**config.mk**
```make
export PLATFORM = sky130hd
export DESIGN_NAME = inst_pair_queue
export DESIGN_NICKNAME = d
export VERILOG_FILES = /design/src/rtl/inst_pair_queue.sv
export SDC_FILE = /design/constraint.sdc
export NUM_CORES = 1
export LEC_CHECK = 0
export CAP_MARGIN = 0
export CORE_UTILIZATION = 50
export CTS_BUF_LIST = sky130_fd_sc_hd__clkbuf_4
export CTS_CLUSTER_DIAMETER = 60
export DETAILED_ROUTE_END_ITERATION = 10
export GPL_TIMING_DRIVEN = 0
export PLACE_DENSITY_LB_ADDON = 0.12
export SLEW_MARGIN = 30
export SYNTH_ARGS = -nofsm -noshare
export SYNTH_HDL_FRONTEND = slang
export SYNTH_SLANG_ARGS = --single-unit
```
**constraint.sdc**
```tcl
create_clock -name clk -period 6.2 [get_ports clk]
set_input_delay 1.24 -clock clk [delete_from_list [all_inputs] [get_ports clk]]
set_output_delay 1.24 -clock clk [all_outputs]
set_load 0.005 [all_outputs]
```
**src/rtl/inst_pair_queue.sv**
```systemverilog
// -----------------------------------------------------------------------------
// inst_pair_queue
//   Decoupling buffer between the IF/ID register and the single-issue
//   decode/dispatch stage. Each cycle it accepts one fetched pair:
//   inst1 at in_pc and inst2 at in_pc+4. It releases one instruction per
//   cycle, together with its PC, in strict FIFO order. It raises in_stall
//   to freeze IF/ID whenever fewer than two slots are free.
//
// Ports
//   clk        in   rising-edge clock
//   rst        in   synchronous reset, active-high (same effect as flush)
//   flush      in   empties the queue; same-cycle push/pop are discarded
//   in_valid   in   pair valid from IF/ID
//   in_pc      in   PC of inst1 (word aligned)
//   in_inst1   in   instruction at in_pc
//   in_inst2   in   instruction at in_pc+4
//   in_stall   out  queue cannot accept a pair (registered-count based)
//   out_valid  out  head entry valid
//   out_pc     out  PC of head instruction (first-word-fall-through)
//   out_inst   out  head instruction word
//   out_ready  in   consumer takes the head this cycle
//   occupancy  out  instructions currently held, 0..DEPTH
//
// Configuration
//   NOP_SQUASH_EN  when defined, all-zero instruction words (MIPS nop)
//                  are not stored; a pair writes 0, 1 or 2 entries.
// -----------------------------------------------------------------------------
module inst_pair_queue #(
    parameter int unsigned DEPTH = 8,
    parameter int unsigned AW    = 3
) (
    input  logic          clk,
    input  logic          rst,
    input  logic          flush,
    input  logic          in_valid,
    input  logic [31:0]   in_pc,
    input  logic [31:0]   in_inst1,
    input  logic [31:0]   in_inst2,
    output logic          in_stall,
    output logic          out_valid,
    output logic [31:0]   out_pc,
    output logic [31:0]   out_inst,
    input  logic          out_ready,
    output logic [AW:0]   occupancy
);

    localparam logic [AW:0] DEPTH_CNT = (AW+1)'(DEPTH);

    logic [63:0]   mem [DEPTH];
    logic [AW-1:0] wr_ptr;
    logic [AW-1:0] rd_ptr;
    logic [AW:0]   count;

    logic          keep1;
    logic          keep2;
    logic          push;
    logic          pop;
    logic [1:0]    push_cnt;
    logic [AW-1:0] wr_idx2;
    logic [AW:0]   count_next;
    logic [AW+1:0] count_chk;

    // Stall looks only at the registered count so there is no combinational
    // path from out_ready/in_valid back into the IF/ID freeze.
    assign in_stall           = (DEPTH_CNT - count) < (AW+1)'(2);
    assign out_valid          = (count != '0);
    assign {out_pc, out_inst} = mem[rd_ptr];
    assign occupancy          = count;

    always_comb begin
`ifdef NOP_SQUASH_EN
        keep1 = (in_inst1 != '0);
        keep2 = (in_inst2 != '0);
`else
        keep1 = 1'b1;
        keep2 = 1'b1;
`endif
    end

    always_comb begin
        push       = in_valid & ~in_stall & ~flush & ~rst;
        pop        = out_valid & out_ready & ~flush & ~rst;
        push_cnt   = push ? ({1'b0, keep1} + {1'b0, keep2}) : 2'd0;
        // inst2 lands right after inst1, or at wr_ptr itself if inst1 was squashed
        wr_idx2    = wr_ptr + {{(AW-1){1'b0}}, keep1};
        count_next = count + {{(AW-1){1'b0}}, push_cnt} - {{AW{1'b0}}, pop};
    end

    always_ff @(posedge clk) begin
        if (rst || flush) begin
            wr_ptr <= '0;
            rd_ptr <= '0;
            count  <= '0;
        end else begin
            if (push) begin
                wr_ptr <= wr_ptr + AW'(push_cnt);
            end
            if (pop) begin
                rd_ptr <= rd_ptr + AW'(1);
            end
            count <= count_next;
        end
    end

    // Storage is intentionally not cleared by reset or flush.
    always_ff @(posedge clk) begin
        if (push && keep1) begin
            mem[wr_ptr] <= {in_pc, in_inst1};
        end
        if (push && keep2) begin
            mem[wr_idx2] <= {in_pc + 32'd4, in_inst2};
        end
    end

    // Widened next-count: an underflow wraps to a large value, so a single
    // upper bound catches both overflow and underflow.
    assign count_chk = {1'b0, count} + {{AW{1'b0}}, push_cnt} - {{(AW+1){1'b0}}, pop};

    a_count_bounds: assert property (@(posedge clk) disable iff (rst || flush)
        count_chk <= (AW+2)'(DEPTH));

endmodule

```
# Word-level counts from Yosys, hierarchy flattened
# Memories as Yosys holds them, arrays and structs flattened. A register that Yosys moved wholly into a read port is not among the register bits.
# Index checks and enable logic that the tools add are counted.
[word_totals]
mem_count = 1
elab_cells = 28
reg_bits = 10
out_inout_bits = 70
ram_bits = 512
[mem_list]
columns = ["memory", "words", "word_bits", "read_ports", "rd_clocked_by_memory_dff", "write_ports", "line_no", "text"]
rows = [
  ["mem", 8, 64, 1, 1, 2, "49", "logic [63:0] mem [DEPTH];"],
]
[op_classes]
order_cmp = 1
add_sub_neg = 7
n_mux = 5
n_reduce_logical = 2
bitwise_logic = 9
[op_table]
columns = ["op", "n"]
rows = [
  ["adder 32 x 3 -> 32 bit, second input constant", 1],
  ["adder 3 x 1 -> 3 bit, second input constant", 2],
  ["bitwise AND 1 bit", 6],
  ["two-way mux 3 bit", 2],
  ["adder 4 x 2 -> 4 bit", 1],
  ["less-than comparator 4 x 2 -> 1 bit, second input constant", 1],
  ["nonzero test 4 bit", 1],
  ["subtractor 4 x 1 -> 4 bit", 1],
  ["subtractor 4 bit, first input constant", 1],
  ["adder 3 x 2 -> 3 bit", 1],
  ["inverter 1 bit", 3],
  ["two-way mux 1 bit", 2],
  ["two-way mux 2 bit", 1],
  ["logical OR 1 bit", 1],
]

# Depth between registers and ports, before layout
[depth]
word_depth = 9
depth_mapped = 13
ltp_nobuf = 12

# Least setup slack after synthesis
# OpenSTA, ideal clock, no wires.
[synth_timing]
kind = "input port to flip-flop"
start = "input port flush"
end = "memory mem[3][25] (data pin)"
t_arrival_ps = 4007
setup_slack_ps = 1930
cell_stages = 5
required_time_ps = 5937
setup_ps = 263
path_cell_list = "nor2_1 -> o211ai_2 -> nor2_2 -> buf_2 -> mux2_2"
[synth_rtl]
columns = ["element", "line_no", "text"]
rows = [
  ["start: declaration", "34", "input logic flush,"],
  ["end: declaration", "49", ""],
]

==> results by group <==
Logic synthesis
  • Cell area after technology mapping: roughly 23000 sq um
  • Share of the yosys chip area belonging to registers: 0.661
  • Async set-reset flop share out of synthesis: 0
  • Warning count from the yosys run: 0
  • Top-count cell post-synth: edfxtp_1
  • Commonest cells in the synthesized netlist: edfxtp_1, mux2_2, mux4_2
  • Per-instance average area after synthesis: 18.0 sq um
  • Synth unique cells: 45
  • Top post-synthesis cells by area: edfxtp_1, mux4_2, mux2_2, xnor2_1, nand3_1
  • Area share of the largest cell type after synthesis: 0.651
  • Synthesis-stage register bit count: 516
  • Number of nets produced by synthesis: 1401
  • Cells after Synth: 1291
  • Post-synth top area cell: edfxtp_1
  • Number of enable-type register cells in the synthesized netlist: 504
  • Main flop type after synthesis: edfxtp_1

Outcome
  • Result of the run: complete, no violations

Detailed routing
  • Starting DRC count in detailed routing: 962
  • Vias: approximately 13000
  • Antenna Nets Post-Route: 0
  • DRT Wirelength: 52700 um
  • Via density: 5.61
  • Number of optimization iterations in the first detailed-route pass: 5
  • Drt drc: 0
  • Detail-routed net length per standard cell: 22.8 um

Place
  • Total of buffers placed on input and output ports: 170
  • RePlAce Congestion: 0.807
  • Detailed placement HPWL: 32200 um

Clocking
  • TritonCTS buffer count: 136
  • Clock root cell: clkbuf_4
  • Longest Clk Path Bufs: 3
  • Cells resized by post-CTS repair: 0
  • CTS H-tree lvls: 4
  • CTS sink cnt: around 520
  • Setup bufs post-CTS: 0
  • CTS Hold Bufs: 0
  • Worst-Skew Late Latency: 0.93 ns
  • Clock input transition at the sequential cells of the worst setup and hold paths: 0.06 ns
  • CTS tree: built

Final layout
  • Synthesis-to-layout area growth: 18.7%
  • Number of inserted filler cells in the final layout: about 3500
  • Share of the core filled with cells: 0.606
  • Layout cells sized above 1: 0.349
  • Net total in the final layout: roughly 1700

Floorplanning
  • Y dimension of the die: 218 um
  • Core box area: 45600 sq um
  • Die outline area: around 47000 sq um
  • Site row count: 78
  • Die Span X: ~220 um
  • Top Ports: 171
  • Starting Density: 0.510

Timing
  • Count of endpoints failing setup in the final report: 0
  • Setup Total Neg Slack: 0 ns
  • Slew HR: 0.386
  • Setup clock skew after layout: 0.0294 ns
  • Final critical delay including setup and external delays: 5.76 ns
  • Setup repair after global routing missed its margin: no
  • Slew @ Worst Pin: ~0.92 ns
  • Final Max Tran Viols: 0
  • Part of the cycle the worst path needs: 0.929
  • Peak clock frequency supported by timing: about 0.17 GHz
  • Final hold violation count: 0

Power
  • Worst vdd ir: roughly 0.14 mV
  • Power Dens Cells: 266 nW/um^2
  • Leakage power of the design: approximately 8.7 nW

Worst hold path
  • Startpoint of the most critical hold path: rd_ptr[1]
  • Hold depth: 2
  • Type of the tightest min-delay check: reg -> reg
  • Endpoint with the worst hold slack: rd_ptr[1]

Global route
  • Pin count of the biggest net entering global routing: 75
  • Initial antenna violation count: 4
  • Number of global-route vias before repair: 13600
  • Total GRT Usage: 0.230
  • Global-route congestion overflow total: 0
  • Wire length of the first global-routing pass: between 70000 and 80000 um

Run
  • Number of max-capacitance violations reported: 0

Setup path
  • Register-to-register path setup slack: 2.68 ns
  • CP arrival: 4.52 ns
  • Critical-path maximum fanout: 10
  • Crit path launch type: flip-flop
  • R2R Path End: mem[3][29]
  • Required time of the critical path: about 5.0 ns
  • Startpoint-to-endpoint class of the critical path: reg -> out
  • Worst setup EP type: output port
  • Reg-to-reg startpoint: occupancy[0]
  • Worst reg-to-reg path cell count: 9
## routing by layer
layer,wire [um],GRT usage,vias to the layer above
met5,23,0,-
met4,1130,0.0854,4
met3,3600,0.0667,98
met2,25900,0.368,448
met1,22000,0.300,6544
li1,-,-,5837
## report_power, final
group | switching (mW) | total [mW] | leakage, nW | internal (mW)
combinational | 0.236 | 0.502 | 3.03 | 0.266
clock | 1.35 | 2.97 | 1.05 | 1.61
sequential | 0.0102 | 3.88 | 4.65 | 3.87
## layout by cell type (no fill, tap or decap), types with 2 or more instances in the layout
cell type / instances
edfxtp_1: 504
clkbuf_4: 210
mux2_2: 183
clkdlybuf4s50_1: 170
mux4_2: 126
xnor2_1: 108
nand3_1: 98
clkbuf_1: 53
buf_2: 32
nor3_1: 19
nor2_1: 16
clkinv_1: 16
and3_1: 12
xor2_1: 12
dfxtp_1: 12
nand4_1: 11
inv_1: 11
mux2_1: 11
nand2_1: 9
buf_1: 8
ha_1: 8
inv_2: 7
and2_1: 5
buf_4: 5
diode_2: 4
or2_2: 4
nor2b_1: 4
buf_8: 4
buf_16: 4
clkbuf_2: 3
nand2b_1: 3
nor2_2: 3
and4_1: 3
or4_1: 3
nor4_2: 2
mux2i_1: 2
nor4_1: 2
bufinv_16: 2
clkinv_2: 2
## metrics by stage
step / cell area (sq um) / hold WS [ns] / setup slack [ns] / std cells / power, mW
floorplan: 23300 / 0.485 / 1.93 / 1291 / 4.22
global placement: 25700 / 0.504 / -0.0190 / 2061 / 4.45
detailed placement: 25900 / 0.525 / 1.32 / 2065 / 4.46
CTS: 27600 / 0.538 / 0.261 / 2301 / 7.44
global route: 27600 / 0.584 / 0.194 / 2303 / 7.65
finish: 27600 / 0.537 / 0.438 / 2305 / 7.35
## worst max-delay path by stage
| stage | to | slack [ns] | cells past startpoint |
|---|---|---|---|
| 5_1_grt | out_pc[4] | 0.19 | 6 |
| 4_1_cts | out_pc[4] | 0.26 | 6 |
| 2_1_floorplan | mem[3][25] | 1.93 | 5 |
| 3_5_place_dp | out_pc[4] | 1.32 | 6 |
| 3_3_place_gp | mem[1][30] | -0.02 | 6 |
| 6_report | out_pc[15] | 0.44 | 6 |
## worst max-delay path: stages (launching register included)
cell and delay [ns]:
dfxtp_1 0.30, clkbuf_1 0.61, clkbuf_1 0.76, clkbuf_1 0.74
mux4_2 0.41, mux2_2 0.29, clkdlybuf4s50_1 0.48
## logic make-up (layout without fill, tap and decap cells)
logic type	after synthesis	after routing	share of synthesized area
flip-flops	516	516	0.661
multiplexers	322	322	0.217
AND/OR/NAND/NOR	199	199	0.0472
XOR/XNOR	120	120	0.0452
buffers and inverters	117	527	0.0215
adder cells (fa/ha/maj)	9	9	0.00517
AO/OA/AOI/OAI	8	8	0.00291
other	0	4	0
## sequential cells by signal, indices dropped and copies added (netlist names), named ones only
name	count
mem	504
rd_ptr	3
occupancy	4
wr_ptr	2
## layout make-up
class / instances / area, sq um / share of cell area
clock inverter: 26 / 153 / 0.00553
antenna: 4 / 10.0 / 0.000363
clock buffer: 210 / 1580 / 0.0571
tap: 600 / 751 / 0.0272
multi-input combinational: 658 / 7380 / 0.267
inverter: 12 / 45.0 / 0.00163
sequential: 516 / 15400 / 0.557
timing repair buffer: 174 / 1810 / 0.0656
buffer: 105 / 502 / 0.0182
Note: power is estimated with default switching activity, not from simulation.
